[config.mk]
export PLATFORM = sky130hd
export DESIGN_NAME = match_result_serializer
export DESIGN_NICKNAME = d
export VERILOG_FILES = /design/src/rtl/match_result_serializer_pkg.sv /design/src/rtl/match_result_serializer_fifo.sv /design/src/rtl/match_result_serializer.sv
export SDC_FILE = /design/constraint.sdc
export NUM_CORES = 1
export LEC_CHECK = 0
export ABC_AREA = 1
export ABC_CLOCK_PERIOD_IN_PS = 10900
export CORE_UTILIZATION = 45
export CTS_BUF_LIST = sky130_fd_sc_hd__clkbuf_4 sky130_fd_sc_hd__clkbuf_8 sky130_fd_sc_hd__clkbuf_16
export DETAILED_ROUTE_END_ITERATION = 8
export PLACE_DENSITY = 0.66
export SYNTH_ARGS = -nofsm -noshare
export SYNTH_HDL_FRONTEND = slang
export SYNTH_HIERARCHICAL = 1
export SYNTH_SLANG_ARGS = --single-unit
[constraint.sdc]
create_clock -name clk -period 10.9 [get_ports clk]
set_input_delay 1.09 -clock clk [delete_from_list [all_inputs] [get_ports clk]]
set_output_delay 1.09 -clock clk [all_outputs]
set_load 0.01 [all_outputs]
[src/rtl/match_result_serializer_pkg.sv]
// Shared definitions for the match result serializer: group mode encodings and lane count.
// Combinational helpers only, so there is no latency.
// No flow control lives here.
package match_result_serializer_pkg;

    localparam int NUM_LANES = 4;

    typedef enum logic [1:0] {
        MODE_ONE  = 2'b00,
        MODE_TWO  = 2'b01,
        MODE_FOUR = 2'b10,
        MODE_RSVD = 2'b11
    } mode_e;

    // The reserved mode behaves as a single-entry group.
    function automatic logic [2:0] group_entries(input mode_e mode);
        case (mode)
            MODE_TWO:  group_entries = 3'd2;
            MODE_FOUR: group_entries = 3'd4;
            default:   group_entries = 3'd1;
        endcase
    endfunction

endpackage

[src/rtl/match_result_serializer_fifo.sv]
// Multi-write FWFT FIFO: writes up to NUM_LANES entries per edge and reads one.
// A write becomes visible at the head in the cycle after the write edge.
// The caller must not write more than the free space allows and must not read when empty.
module result_fifo_mw
    import match_result_serializer_pkg::*;
#(
    parameter int DW    = 8,
    parameter int DEPTH = 16
) (
    input  logic                          clk,
    input  logic                          rst_n,
    input  logic                          wr_en,
    input  logic [2:0]                    wr_cnt,
    input  logic [NUM_LANES-1:0][DW-1:0]  wr_dat,
    input  logic                          rd_en,
    output logic [DW-1:0]                 rd_dat,
    output logic [$clog2(DEPTH):0]        level
);

    localparam int AW = $clog2(DEPTH);

    logic [DW-1:0] mem [DEPTH];
    logic [AW-1:0] wr_ptr;
    logic [AW-1:0] rd_ptr;
    logic [AW-1:0] waddr [NUM_LANES];
    logic [AW:0]   wr_add;
    logic [AW:0]   rd_sub;

    // Each lane writes at its own offset, so the pointer wraps naturally inside a group.
    always_comb begin
        for (int i = 0; i < NUM_LANES; i++) begin
            waddr[i] = wr_ptr + i[AW-1:0];
        end
        wr_add = '0;
        if (wr_en) begin
            wr_add[2:0] = wr_cnt;
        end
        rd_sub = {{AW{1'b0}}, rd_en};
    end

    always_ff @(posedge clk) begin
        for (int i = 0; i < NUM_LANES; i++) begin
            if (wr_en && (i[2:0] < wr_cnt)) begin
                mem[waddr[i]] <= wr_dat[i];
            end
        end
    end

    always_ff @(posedge clk or negedge rst_n) begin
        if (!rst_n) begin
            wr_ptr <= '0;
            rd_ptr <= '0;
            level  <= '0;
        end else begin
            if (wr_en) begin
                wr_ptr <= wr_ptr + wr_add[AW-1:0];
            end
            if (rd_en) begin
                rd_ptr <= rd_ptr + 1'b1;
            end
            level <= level + wr_add - rd_sub;
        end
    end

    assign rd_dat = mem[rd_ptr];

endmodule

[src/rtl/match_result_serializer.sv]
// Serializes 1/2/4-entry match result groups into a single stream of (rule, slot) entries.
// When the FIFO is empty, slot0 of an accepted group appears in the cycle after the accepting edge.
// A group that does not fit in the registered free space is dropped whole and counted in drop_cnt.
module match_result_serializer
    import match_result_serializer_pkg::*;
#(
    parameter int BIN_RESULT_WIDTH = 6,
    parameter int FIFO_DEPTH       = 16
) (
    input  logic                          clk,
    input  logic                          rst_n,
    input  logic                          in_valid,
    input  logic [BIN_RESULT_WIDTH+1:0]   in_result_01,
    input  logic [BIN_RESULT_WIDTH+1:0]   in_result_02,
    input  logic [BIN_RESULT_WIDTH+1:0]   in_result_03,
    input  logic [BIN_RESULT_WIDTH+1:0]   in_result_04,
    output logic                          out_valid,
    input  logic                          out_ready,
    output logic [BIN_RESULT_WIDTH-1:0]   out_rule_id,
    output logic [1:0]                    out_slot,
    output logic                          out_hit,
    output logic [$clog2(FIFO_DEPTH):0]   fifo_level,
    output logic [15:0]                   drop_cnt
);

    localparam int BW = BIN_RESULT_WIDTH;
    localparam int DW = BW + 2;
    localparam int AW = $clog2(FIFO_DEPTH);
    localparam logic [AW+1:0] DEPTH_W = (AW+2)'(FIFO_DEPTH);

    mode_e                         grp_mode;
    logic [2:0]                    grp_n;
    logic [AW+1:0]                 need;
    logic                          accept;
    logic                          drop;
    logic                          pop;
    logic [NUM_LANES-1:0][DW-1:0]  wr_dat;
    logic [DW-1:0]                 head;
    logic                          unused_mode_bits;

    assign grp_mode = mode_e'(in_result_01[BW+1:BW]);
    assign grp_n    = group_entries(grp_mode);

    // Only lane 01 carries the group mode.
    assign unused_mode_bits = ^{in_result_02[BW+1:BW], in_result_03[BW+1:BW], in_result_04[BW+1:BW]};

    always_comb begin
        wr_dat    = '0;
        wr_dat[0] = {2'd0, in_result_01[BW-1:0]};
        case (grp_mode)
            MODE_TWO: begin
                wr_dat[1] = {2'd1, in_result_03[BW-1:0]};
            end
            MODE_FOUR: begin
                wr_dat[1] = {2'd1, in_result_02[BW-1:0]};
                wr_dat[2] = {2'd2, in_result_03[BW-1:0]};
                wr_dat[3] = {2'd3, in_result_04[BW-1:0]};
            end
            default: ;
        endcase
    end

    // Free space comes from the registered level; a pop on the same edge earns no credit.
    always_comb begin
        need   = {1'b0, fifo_level} + {{(AW-1){1'b0}}, grp_n};
        accept = in_valid && (need <= DEPTH_W);
        drop   = in_valid && !accept;
    end

    assign out_valid = (fifo_level != '0);
    assign pop       = out_valid && out_ready;

    result_fifo_mw #(
        .DW    (DW),
        .DEPTH (FIFO_DEPTH)
    ) u_fifo (
        .clk    (clk),
        .rst_n  (rst_n),
        .wr_en  (accept),
        .wr_cnt (grp_n),
        .wr_dat (wr_dat),
        .rd_en  (pop),
        .rd_dat (head),
        .level  (fifo_level)
    );

    assign out_rule_id = head[BW-1:0];
    assign out_slot    = head[BW+1:BW];
    assign out_hit     = (out_rule_id != '0);

    always_ff @(posedge clk or negedge rst_n) begin
        if (!rst_n) begin
            drop_cnt <= '0;
        end else if (drop && (drop_cnt != 16'hFFFF)) begin
            drop_cnt <= drop_cnt + 16'd1;
        end
    end

endmodule
==> impl.org, run 1 <==
** Critical path
- Slowest-stage cell, CP :: o2111ai_1
- Largest stage delay on the critical path :: 690 ps
- Top fanout value on the critical path :: 25
- Walking the worst path, the cells encountered are clkdlybuf4s50_1 -> inv_1 -> ha_1 -> ha_1 -> fa_1 -> or2_2 -> nor2_1 -> nand3_1 -> nand2_1 -> nand2_4 -> nor2_1 -> nand2_1 -> nand2_2 -> nand3_1 -> o2111ai_1.
- Top Family by Delay on Critical Path :: simple AND/OR/NAND/NOR gates
- STA classifies the critical path startpoint as an input pin.
- The number of buffers and inverters on the critical path is 2.
- Arrival @ worst endpoint :: 6400 ps
- Category of the critical setup timing path :: in -> reg
- FF-to-FF Start :: u_fifo/level[0]
- Endpoint of the most critical register-to-register path :: u_fifo/mem[1][4]
- Endpoint kind of the worst setup timing path :: flip-flop
- Worst endpoint required time :: 10960 ps
- Counting cells, the worst reg-to-reg path comes to 12.
- The worst register-to-register path has a setup slack of 5890 ps.

** Clock tree
- Skew-Pair Late Insertion Delay :: 450 ps
- Number of resized instances in the post-cts repair step :: 0
- The clock drives 157 sinks.
- Counting along the longest clock path gives a buffer depth of 2.
- In this run the number of H-tree levels came out at 4.
- CTS tree :: yes
- Clock-pin slew was measured on the worst setup and hold paths at 60 ps.
- The number of hold buffers added after CTS was 0.
- Total setup buffers inserted after CTS :: 0
- Cell at the root of the clock tree :: clkbuf_16
- TritonCTS created 17 clock buffers.

** Synthesis
- Most common cell in the synthesized netlist :: nand2_1
- Cell count after synthesis :: 1961
- After synthesis, the mean cell area works out to 6.46 sq um.
- Of the post-synthesis cell area, the dominant cell type holds 30.3%.
- Ranked by total cell area, the synthesized netlist is headed by edfxtp_1 (30%), nand2_1 (23%), nand3_1 (9.2%).
- Yosys printed 6 warnings.
- Sorting the synthesized cells by how often they occur yields nand2_1 (772), nand3_1 (232), inv_1 (169).
- Number of storage elements in the synthesis netlist :: 157
- Library cells used by synthesis :: 34
- Async SR Flop Fraction :: 18.5%
- Post-synthesis cell type with the largest combined area :: edfxtp_1
- Top_reg_cell synth :: edfxtp_1
- Cell Area, Synth :: 12700 sq um
- Part of the Yosys area used for sequential elements :: 36.1%
- Number of enable-type register cells in the synthesized netlist :: 128

** Drt
- After detailed routing, the average wire length per cell comes to 21.0 um.
- The detailed router placed 13700 vias in this run.
- In the routed design, unresolved DRC markers number 0.
- Antenna viol nets, final :: 0
- Vias per inst :: 5.79
- For this block, the initial DRC count from the detailed router was 1655.
- Summed over all layers, the routed wires come to 49.5 mm.
- Detailed-routing iteration count for the pre-antenna-repair pass :: 5

** Placed design
- At the end of routability-driven placement, the weighted congestion stood at 1.05.
- Port buffering added 60 buffers.
- Detailed placement finished with a half-perimeter wire length of 34.2 mm.

** Run status
- Status :: finished clean

** Cells and area
- After filler insertion, the fill cell instance count of the layout stands at 2796.
- From synthesis to final layout, the design area changed by 11.2%.
- For this run, the post-layout net count is 2025.
- Post-Route Utilization :: 50.9%
- Share of post-route cells with drive strength above 1 :: 5.36%

** Global routing
- Entering global routing, the biggest net connects 74 pins.
- Vias in the first global route :: 12000
- The initial antenna violation count came to 1.
- The first global-routing pass estimated 73.1 mm of wire.
- Global routing used 34.6% of the available tracks across all layers.
- Remaining global-route overflow :: 0

** Timing
- Setup repair after global routing left no endpoint under its margin.
- Slew Limit Fails :: 0
- Based on the critical path, the design can be clocked at up to 158 MHz.
- Clock tree skew after final layout :: 14.1 ps
- Share of the clock period used by the worst path after layout :: 58.1%
- Setup violations remaining at the end of the flow were counted as 0.
- The hold violation count in the final report came to 0.
- Least-Margin Pin Slew :: 1040 ps
- Adding up every negative setup slack in the final design gives 0 ps.
- In this run the tightest slew margin relative to its limit is 30.3%.
- The clock period could shrink to 6340 ps.

** Floorplan
- Die Y-Extent :: 170 um
- Starting utilization of the core area :: 45.7%
- The die is 170 um wide.
- The total area inside the core boundary comes to 27700 sq um.
- 67 I/O pins were placed.
- After floorplanning, the core was divided into 61 placement rows.
- Full die area :: 28800 sq um

** Hold path
- The worst hold path belongs to the class reg -> reg.
- Along the worst hold path, the cell count comes to 2.
- For hold timing, the worst endpoint is drop_cnt[13].
- In this run the most critical hold path is launched from drop_cnt[13].

** Power
- Across the VDD grid, the largest voltage drop is 0.122 mV.
- For this design the static power due to leakage is 6.51 nW.
- In this run the power density over the cells is 199 nW/um^2.

** Job
- Max-cap violations in this run came to 0.
==> power breakdown <==
group	switching (mW)	internal [mW]
Clock	0.263	0.393
Combinational	0.917	0.382
Sequential	0.0895	0.760
==> logic make-up after synthesis <==
| kind of cell | synth area share, % |
|---|---|
| AND/OR/NAND/NOR | 40.1 |
| adder cells (fa/ha/maj) | 2.45 |
| AO/OA/AOI/OAI | 10.6 |
| other | 0.0296 |
| flip-flops | 36.1 |
| buffers and inverters | 9.15 |
| XOR/XNOR | 1.59 |
==> per-stage QoR <==
| step | std cells | power [mW] | area [sq um] | setup WS, ps | hold WS (ps) |
|---|---|---|---|---|---|
| global placement | 2325 | 2.10 | 13500 | 4260 | 512 |
| CTS | 2357 | 2.78 | 14100 | 4630 | 535 |
| finish | 2358 | 2.81 | 14100 | 4560 | 542 |
| global route | 2357 | 2.95 | 14100 | 4140 | 579 |
| detailed placement | 2325 | 2.12 | 13500 | 4160 | 518 |
| floorplan | 1972 | 1.65 | 12700 | 6180 | 540 |
==> state kept, by name (all words and copies together), names as in the netlist <==
name and count:
u_fifo/wr_ptr 4, u_fifo/rd_ptr 4, u_fifo/mem 128, u_fifo/level 5, drop_cnt 16
==> cell type report <==
| cell class | count | area (sq um) | area share (%) |
|---|---|---|---|
| Clock inverter | 13 | 189 | 1.34 |
| Tap cell | 378 | 473 | 3.36 |
| Multi-Input combinational cell | 1524 | 6980 | 49.5 |
| Clock buffer | 19 | 447 | 3.17 |
| Inverter | 192 | 721 | 5.12 |
| Timing Repair Buffer | 74 | 706 | 5.01 |
| Sequential cell | 157 | 4570 | 32.4 |
| Antenna cell | 1 | 2.50 | 0.0178 |
==> worst reg2reg max path, stage by stage, from the launching register on <==
cell       delay [ps]
dfrtp_1           430
ha_1              250
fa_1              440
or2_2             300
nor2_1            100
nand3_1            70
nand2_1           100
nand2_4           170
nor2_1            460
nand2_1           470
nand2_2           590
nand3_1           570
o2111ai_1         690
==> worst max-delay path by stage <==
stage | from | end | slack, ps | cells after the start
floorplan | in_result_01[6] | u_fifo/mem[10][0] | 6180 | 17
detailed placement | in_result_01[6] | u_fifo/mem[1][1] | 4160 | 15
finish | in_result_01[6] | u_fifo/mem[1][4] | 4560 | 15
CTS | in_result_01[6] | u_fifo/mem[1][1] | 4630 | 15
global placement | in_result_01[6] | u_fifo/mem[1][1] | 4260 | 15
global route | in_result_01[6] | u_fifo/mem[1][4] | 4140 | 15
==> placed cells by master (no fill, tap or decap), types with 7 or more instances in the layout <==
master / n
nand3_2: 7
nand4_1: 18
buf_4: 14
nor2_1: 155
nor2_2: 14
nand2_2: 13
inv_2: 17
conb_1: 12
o2111ai_1: 8
ha_1: 19
nand3_1: 232
edfxtp_1: 128
xor2_1: 17
dfrtp_1: 28
a21oi_1: 50
o211ai_1: 32
inv_1: 169
clkbuf_16: 17
o21ai_0: 150
clkdlybuf4s50_1: 60
nand2_1: 772
==> routing by layer <==
metal	wire [um]	part of all wire (%)	vias up	GRT usage [%]
li1	-	-	6348	-
met1	20300	41	6338	47.5
met2	21400	43	834	51.7
met3	5750	12	128	7.79
met4	2120	4.3	2	15.5
met5	13	0.026	-	0
(Power assumes the default switching activity.)
==> run 2: changes to the inputs <==
Settings changed: ABC_CLOCK_PERIOD_IN_PS 10900 to 5700, PLACE_DENSITY 0.66 to 0.68.
Clock period 10.9 ns to 5.7 ns, I/O delays scaled along.
==> run 2 against run 1 <==
Via count decreased by 0.15%. Sequential power is 94% higher. Critical endpoint is now u_fifo/mem[7][4]. Die area is the same. Non-clock buffer count is 27 higher. Clock skew increased by 4.4 ps. Combinational power up 89%.
==> impl.org, run 2 (same netlist as run 1, synthesis figures left out) <==
** Run status
- Status: finished clean (unchanged).

** Global routing
- The global routing usage summed across all routing layers came to 34.9% (was 34.6%).
- The final global-route overflow total was 0 (unchanged).
- The first-pass GRT wire length came to 73.8 mm (was 73.1 mm).
- The via count of the first global-routing pass came to 12300 (was 12000).
- The initial antenna violation count is 2 (was 1).
- The largest net degree at the start of global routing was 46 (was 74).

** Power
- Cell area power density :: 369 nW/um^2 (was 199 nW/um^2)
- The highest ir drop seen on vdd came to 0.257 mV (was 0.122 mV).
- The static leakage power came to 6.61 nW (was 6.51 nW).
- Power consumption :: 5.25 mW (was 2.81 mW)

** Cells and area
- Share of post-route cells with drive strength above 1 :: 6.58% (was 5.36%)
- The final non-filler cell total came to 2385 (was 2358).
- The filler cell count is 2763 (was 2796).
- The most common cell after layout, fill and taps aside was nand2_1 (unchanged).
- Final-stage net count :: 2052 (was 2025)
- The final standard cell utilization of the core was 51.4% (was 50.9%).
- The flip-flop count of the largest register after layout came to 128 (unchanged).
- Highest-count cells in the layout ignoring fill and taps: nand2_1 (772), nand3_1 (232), inv_1 (169), nor2_1 (155), o21ai_0 (150) (unchanged).
- Area overhead of the layout relative to synthesis :: 12.4% (was 11.2%)

** Drt
- Overall via count from detail_route :: 13600 (was 13700)
- DRC violation count after routing :: 0 (unchanged)
- The length of the first detailed-routing pass in iterations was 7 (was 5).
- The detailed-route wire length per cell is 20.6 um (was 21.0 um).
- The number of routed nets with antenna violations came to 0 (unchanged).
- Final wirelength :: 49.2 mm (was 49.5 mm)
- The first-iteration detailed-routing DRC count is 1871 (was 1655).
- The vias per cell came to 5.71 (was 5.79).

** Critical path
- Cell with the most instances on the worst path :: nor2_1
- Worst endpoint required time :: 5780 ps (was 10960 ps)
- Critical-path cell list: clkdlybuf4s50_1 -> inv_1 -> ha_1 -> ha_1 -> fa_1 -> or2_2 -> nor2_1 -> nand3_1 -> nand2_1 -> nand2_4 -> nor2_1 -> nand2_1 -> buf_4 -> nor2_1 -> nand2_2 -> nand4_1 (was clkdlybuf4s50_1 -> inv_1 -> ha_1 -> ha_1 -> fa_1 -> or2_2 -> nor2_1 -> nand3_1 -> nand2_1 -> nand2_4 -> nor2_1 -> nand2_1 -> nand2_2 -> nand3_1 -> o2111ai_1).
- The cell with the largest stage delay on the worst path is clkdlybuf4s50_1 (was o2111ai_1).
- Number of gates on the worst path with buffers counted :: 16 (was 15)
- Category of the critical setup timing path :: in -> reg (unchanged)
- The biggest fanout along the worst timing path came to 18 (was 25).
- The maximum cell stage delay along the critical path was 510 ps (was 690 ps).
- R2r worst-path depth :: 13 (was 12)
- The buffer and inverter count on the worst path came to 3 (was 2).
- CP startpoint kind :: input pin (unchanged)
- The setup slack on the worst flop-to-flop path was 1440 ps (was 5890 ps).
- Endpoint kind of the worst setup timing path :: flip-flop (unchanged)
- Arrival @ worst endpoint :: 4860 ps (was 6400 ps)
- The cell family contributing the most delay on the critical path was simple AND/OR/NAND/NOR gates (unchanged).

** Clock tree
- Number of resized instances in the post-cts repair step :: 0 (unchanged)
- The number of hold buffers added after CTS was 0 (unchanged).
- Maximum level of the CTS H-tree :: 4 (unchanged)
- The count of clock tree sinks was 157 (unchanged).
- Total setup buffers inserted after CTS :: 0 (unchanged)
- The number of buffers inserted during clock tree synthesis was 17 (unchanged).
- Max Buffers Root-to-Sink :: 2 (unchanged)
- Cell at the root of the clock tree :: clkbuf_16 (unchanged)
- CTS tree :: yes (unchanged)
- Clock-pin transition on the worst setup and hold timing paths :: 60 ps (about the same)
- Skew-Pair Late Insertion Delay :: 460 ps (was 450 ps)

** Floorplan
- The number of top-level pins is 67 (unchanged).
- Full die area :: 28800 sq um (unchanged)
- The cell row count was 61 (unchanged).
- Starting utilization of the core area :: 45.7% (unchanged)
- Die Y-Extent :: 170 um (unchanged)
- The core box area was 27700 sq um (unchanged).
- Width of the chip :: 170 um (unchanged)

** Timing
- The worst path needs 4780 ps of the cycle, external delays included.
- Setup repair after global routing missed its margin :: false (unchanged)
- Fmax :: 209 MHz
- Share of the clock period used by the worst path after layout :: 83.9%
- Number of setup violations in the final report :: 0 (unchanged)
- The worst clock skew is 18.5 ps (was 14.1 ps).
- Least-Margin Pin Slew :: 1100 ps (was 1040 ps)
- The max-slew headroom at the worst pin was 26.5% (was 30.3%).
- Slew Limit Fails :: 0 (unchanged)
- Final count of hold timing violations :: 0 (unchanged)
- The setup TNS is 0 ps (unchanged).

** Placed design
- PortBufs :: 60 (unchanged)
- The post-DP HPWL is 34.5 mm (was 34.2 mm).
- # placed instances :: 2352 (was 2325)
- Routability congestion estimate :: 1.04 (was 1.05)

** Hold path
- The class of the tightest hold or removal check was in -> async (was reg -> reg).

** Job
- Max-capacitance violation count :: 0 (unchanged)
## run 2: cell count changes in the layout (fill, tap and decap cells not counted), sizes merged
cell / delta
bufinv: -3
clkbuf: -1
buf: +27
inv: +4
clkinv: +1
clkinvlp: -1
## run 2: layer usage
metal  vias to the layer above  part of all wire [%]  GRT usage [%]
met5                         -                 0.026              0
met4                         2                   5.4           19.0
met3                       150                    12           7.65
met2                       857                    43           51.9
met1                      6221                    40           46.9
li1                       6400                     -              -
## run 2: cell type report
type	count	area [sq um]	area share (%)
Timing Repair Buffer	101	908	6.38
Inverter	192	721	5.06
Tap cell	378	473	3.32
Clock inverter	14	134	0.941
Sequential cell	157	4570	32.1
Multi-Input combinational cell	1524	6980	49.1
Antenna cell	1	2.50	0.0176
Clock buffer	18	439	3.09
## run 2: through the flow
| step | setup WS, ps | instance area [sq um] | hold slack (ps) |
|---|---|---|---|
| 4_1_cts | 997 | 14200 | 543 |
| 5_1_grt | 746 | 14200 | 578 |
| 3_5_place_dp | 541 | 13700 | 527 |
| 2_1_floorplan | 1500 | 12700 | 274 |
| 6_report | 918 | 14200 | 542 |
| 3_3_place_gp | 624 | 13700 | 508 |
## run 2: final timing paths
path                            startpoint          endpoint
max                        in_result_01[6]  u_fifo/mem[7][4]
min reg2reg                   drop_cnt[10]      drop_cnt[10]
min in group clk              drop_cnt[10]      drop_cnt[10]
max reg2reg                u_fifo/level[0]  u_fifo/mem[7][4]
min                                  rst_n       drop_cnt[9]
max in group asynchronous            rst_n  u_fifo/rd_ptr[0]
## run 2: report_power, final
group          switching, mW  internal (mW)  total (mW)
registers              0.201           1.45        1.65
logic                   1.71          0.754        2.46
clock network          0.516          0.621        1.14
total                   2.42           2.83        5.25
==> run 3: changes to the inputs <==
Settings changed: ABC_CLOCK_PERIOD_IN_PS 5700 to 4100.
Clock period 5.7 ns to 4.1 ns, I/O delays scaled along.
==> run 3 against run 2 <==
Sequential share of layout area down 2.2 points. Power rose by 44%. Cell area rose by 7.5%. Worst setup slack lost 610 ps. First-iteration DRC count is 3.3% lower. Sequential cell count is the same. Sequential power rose by 35%. Clock power up 36%. Register-to-register slack got worse by 820 ps. Critical endpoint is now u_fifo/mem[8][0].
==> impl.org, run 3 (same netlist as run 1, synthesis figures left out) <==
** Global routing
- The first-pass GRT wire length is 75.8 mm (was 73.8 mm).
- Antenna violations before repair :: 1 (was 2)
- Remaining global-route overflow :: 0 (unchanged)
- Overall Global Routing Usage :: 35.9% (was 34.9%)
- Maximum number of pins on one net before global-route repair :: 46 (unchanged)
- Vias in the first global route :: 12700 (was 12300)

** Timing
- Final count of hold timing violations :: 0 (unchanged)
- The max-slew violation count was 0 (unchanged).
- Based on the critical path, the design can be clocked at up to 264 MHz.
- The final-report setup violation count came to 0 (unchanged).
- The transition time of the tightest slew-check pin was 1070 ps (was 1100 ps).
- The clock period could shrink to 3790 ps.
- Remaining max-slew budget at the tightest pin :: 28.5% (was 26.5%)
- Setup repair after global routing missed its margin: false (unchanged).
- Clock tree skew after final layout :: 14.4 ps (was 18.5 ps)
- The final critical path takes up 92.4% of the cycle.

** Floorplan
- The core box area is 27700 sq um (unchanged).
- Width of the chip :: 170 um (unchanged)
- The number of top-level pins is 67 (unchanged).
- The die boundary height came to 170 um (unchanged).
- The initial core utilization is 45.7% (unchanged).
- Std cell rows :: 61 (unchanged)
- Full die area :: 28800 sq um (unchanged)

** Job
- The total of max-cap violations was 0 (unchanged).

** Clock tree
- The clock-pin slew reported for the worst setup and hold paths after clock tree synthesis came to 70 ps (was 60 ps).
- The number of buffers added for setup after CTS came to 0 (unchanged).
- The number of buffers inserted during clock tree synthesis is 17 (unchanged).
- The maximum buffer depth of the clock tree came to 2 (unchanged).
- Clock sink count :: 157 (unchanged)
- Maximum level of the CTS H-tree :: 4 (unchanged)
- The worst-skew pair later-pin latency is 450 ps (was 460 ps).
- Cell at the root of the clock tree :: clkbuf_16 (unchanged)
- CTS tree :: yes (unchanged)

** Power
- The internal cell power came to 4.12 mW (was 2.83 mW).
- Highest ir drop seen on vdd :: 0.382 mV (was 0.257 mV)
- Combinational group share of total power :: 49.9% (was 46.8%)
- The switching part of the total power is 45.4% (was 46.1%).
- Part of the total power dissipated in sequential elements :: 29.5% (was 31.5%)
- The static leakage power was 7.23 nW (was 6.61 nW).
- Clock power frac :: 20.6% (was 21.7%)
- Cell area power density :: 493 nW/um^2 (was 369 nW/um^2)
- Power spent charging and discharging nets :: 3.42 mW (was 2.42 mW)

** Run status
- Status: finished clean (unchanged).

** Cells and area
- Highest-count cells in the layout ignoring fill and taps: nand2_1 (771), nand3_1 (232), inv_1 (169), nor2_1 (154), o21ai_0 (150) (was nand2_1 (772), nand3_1 (232), inv_1 (169), nor2_1 (155), o21ai_0 (150)).
- The area of all placed cells without fillers was 15300 sq um (was 14200 sq um).
- The final standard cell utilization of the core is 55.2% (was 51.4%).
- The area added between synthesis and finish was 20.8% (was 12.4%).
- The most common cell after layout, fill and taps aside was nand2_1 (unchanged).
- Final non-filler cell total :: 2500 (was 2385)
- The flip-flop count of the largest register after layout is 128 (unchanged).
- Final-stage net count :: 2167 (was 2052)
- Share of post-route cells with drive strength above 1 :: 11.8% (was 6.58%)
- Count of fill cells added during filler insertion :: 2659 (was 2763)

** Critical path
- R2r worst-path depth :: 15 (was 13)
- The biggest fanout along the worst timing path came to 9 (was 18).
- The critical path endpoint category is a flip-flop (unchanged).
- Setup slack on the worst flop-to-flop path :: 620 ps (was 1440 ps)
- The worst setup path category is in -> reg (unchanged).
- Worst endpoint required time :: 4260 ps (was 5780 ps)
- The source of the worst register-to-register timing path is u_fifo/level[0] (unchanged).
- CP startpoint kind :: input pin (unchanged)
- Endpoint of the most critical register-to-register path :: u_fifo/mem[8][0] (was u_fifo/mem[7][4])
- The worst path arrival time is 3950 ps (was 4860 ps).

** Drt
- Final wirelength :: 50.7 mm (was 49.2 mm)
- Vias per inst :: 5.64 (was 5.71)
- DRC violation count after routing :: 0 (unchanged)
- Antenna viol nets, final :: 0 (unchanged)
- Overall via count from detail_route :: 14100 (was 13600)
- The first-iteration detailed-routing DRC count was 1809 (was 1871).
- The detailed-route wire length per cell is 20.3 um (was 20.6 um).
- The length of the first detailed-routing pass in iterations is 6 (was 7).

** Placed design
- The number of placed cells counting well taps came to 2467 (was 2352).
- The post-DP HPWL came to 35.9 mm (was 34.5 mm).
- The count of buffers from port buffering was 60 (unchanged).
- DP Area :: 14700 sq um (was 13700 sq um)
- Routability congestion estimate :: 1.08 (was 1.04)

** Hold path
- Class of the tightest hold or removal check :: in -> async (unchanged)
run 3: repair_timing:
item                                    CTS  global route
hold buffers                              0             0
gates resized for setup                   0             6
endpoints found under the setup margin    0           129
run 3: area by class of cell:
class                      count  area (sq um)  share of cell area, %
multi-input combinational   1524          7000                   45.8
sequential                   157          4570                   29.9
timing repair buffer         216          1960                   12.8
inverter                     192           721                   4.71
tap                          378           473                   3.09
clock buffer                  17           425                   2.78
clock inverter                15           134                  0.875
antenna                        1          2.50                 0.0164
run 3: per-stage QoR:
stage               hold WS, ps  setup slack [ps]  total power [mW]  TNS (ps)
CTS                         377               121              7.45         0
global route                417              54.2              7.96         0
global placement            503              -287              5.84    -43760
floorplan                   114              57.2              4.40         0
detailed placement          521              -317              5.91    -48760
finish                      372               310              7.54         0
run 3: critical path, cell delays in order:
cell and delay [ps]:
clkdlybuf4s50_1 470, inv_1 60, ha_1 310, ha_1 210
fa_1 420, or2_2 300, nor2_1 110, nand3_1 70
nand2_1 110, nand2_4 60, nor2_4 110, nand2_1 140
buf_6 220, a21oi_4 280, nand3_1 120, buf_4 190
o2111ai_1 130, buf_4 220
run 3: power groups by stage:
stage	Clock (mW)	Sequential, mW	Combinational, mW
floorplan	0	2.17	2.23
global placement	0	2.24	3.60
detailed placement	0	2.25	3.66
CTS	1.56	2.21	3.67
global route	1.61	2.24	4.10
finish	1.55	2.22	3.77
run 3: how the worst max path moves through the flow:
stage                    startpoint                 to  slack [ps]  cells past startpoint
floorplan           in_result_01[6]   u_fifo/mem[9][0]          60                     17
global placement    in_result_01[6]  u_fifo/mem[10][3]        -290                     18
detailed placement  in_result_01[6]  u_fifo/mem[10][5]        -320                     18
CTS                 in_result_01[6]  u_fifo/mem[10][3]         120                     18
global route        in_result_01[6]   u_fifo/mem[4][4]          50                     21
finish              in_result_01[6]   u_fifo/mem[8][0]         310                     18
run 3: layer usage:
metal / track usage, % / routed length [um] / up-vias
met1: 47.9 / 20300 / 6405
met5: 0 / 11 / -
met2: 54.6 / 21800 / 880
met3: 6.93 / 5790 / 187
li1: - / - / 6634
met4: 19.5 / 2800 / 2
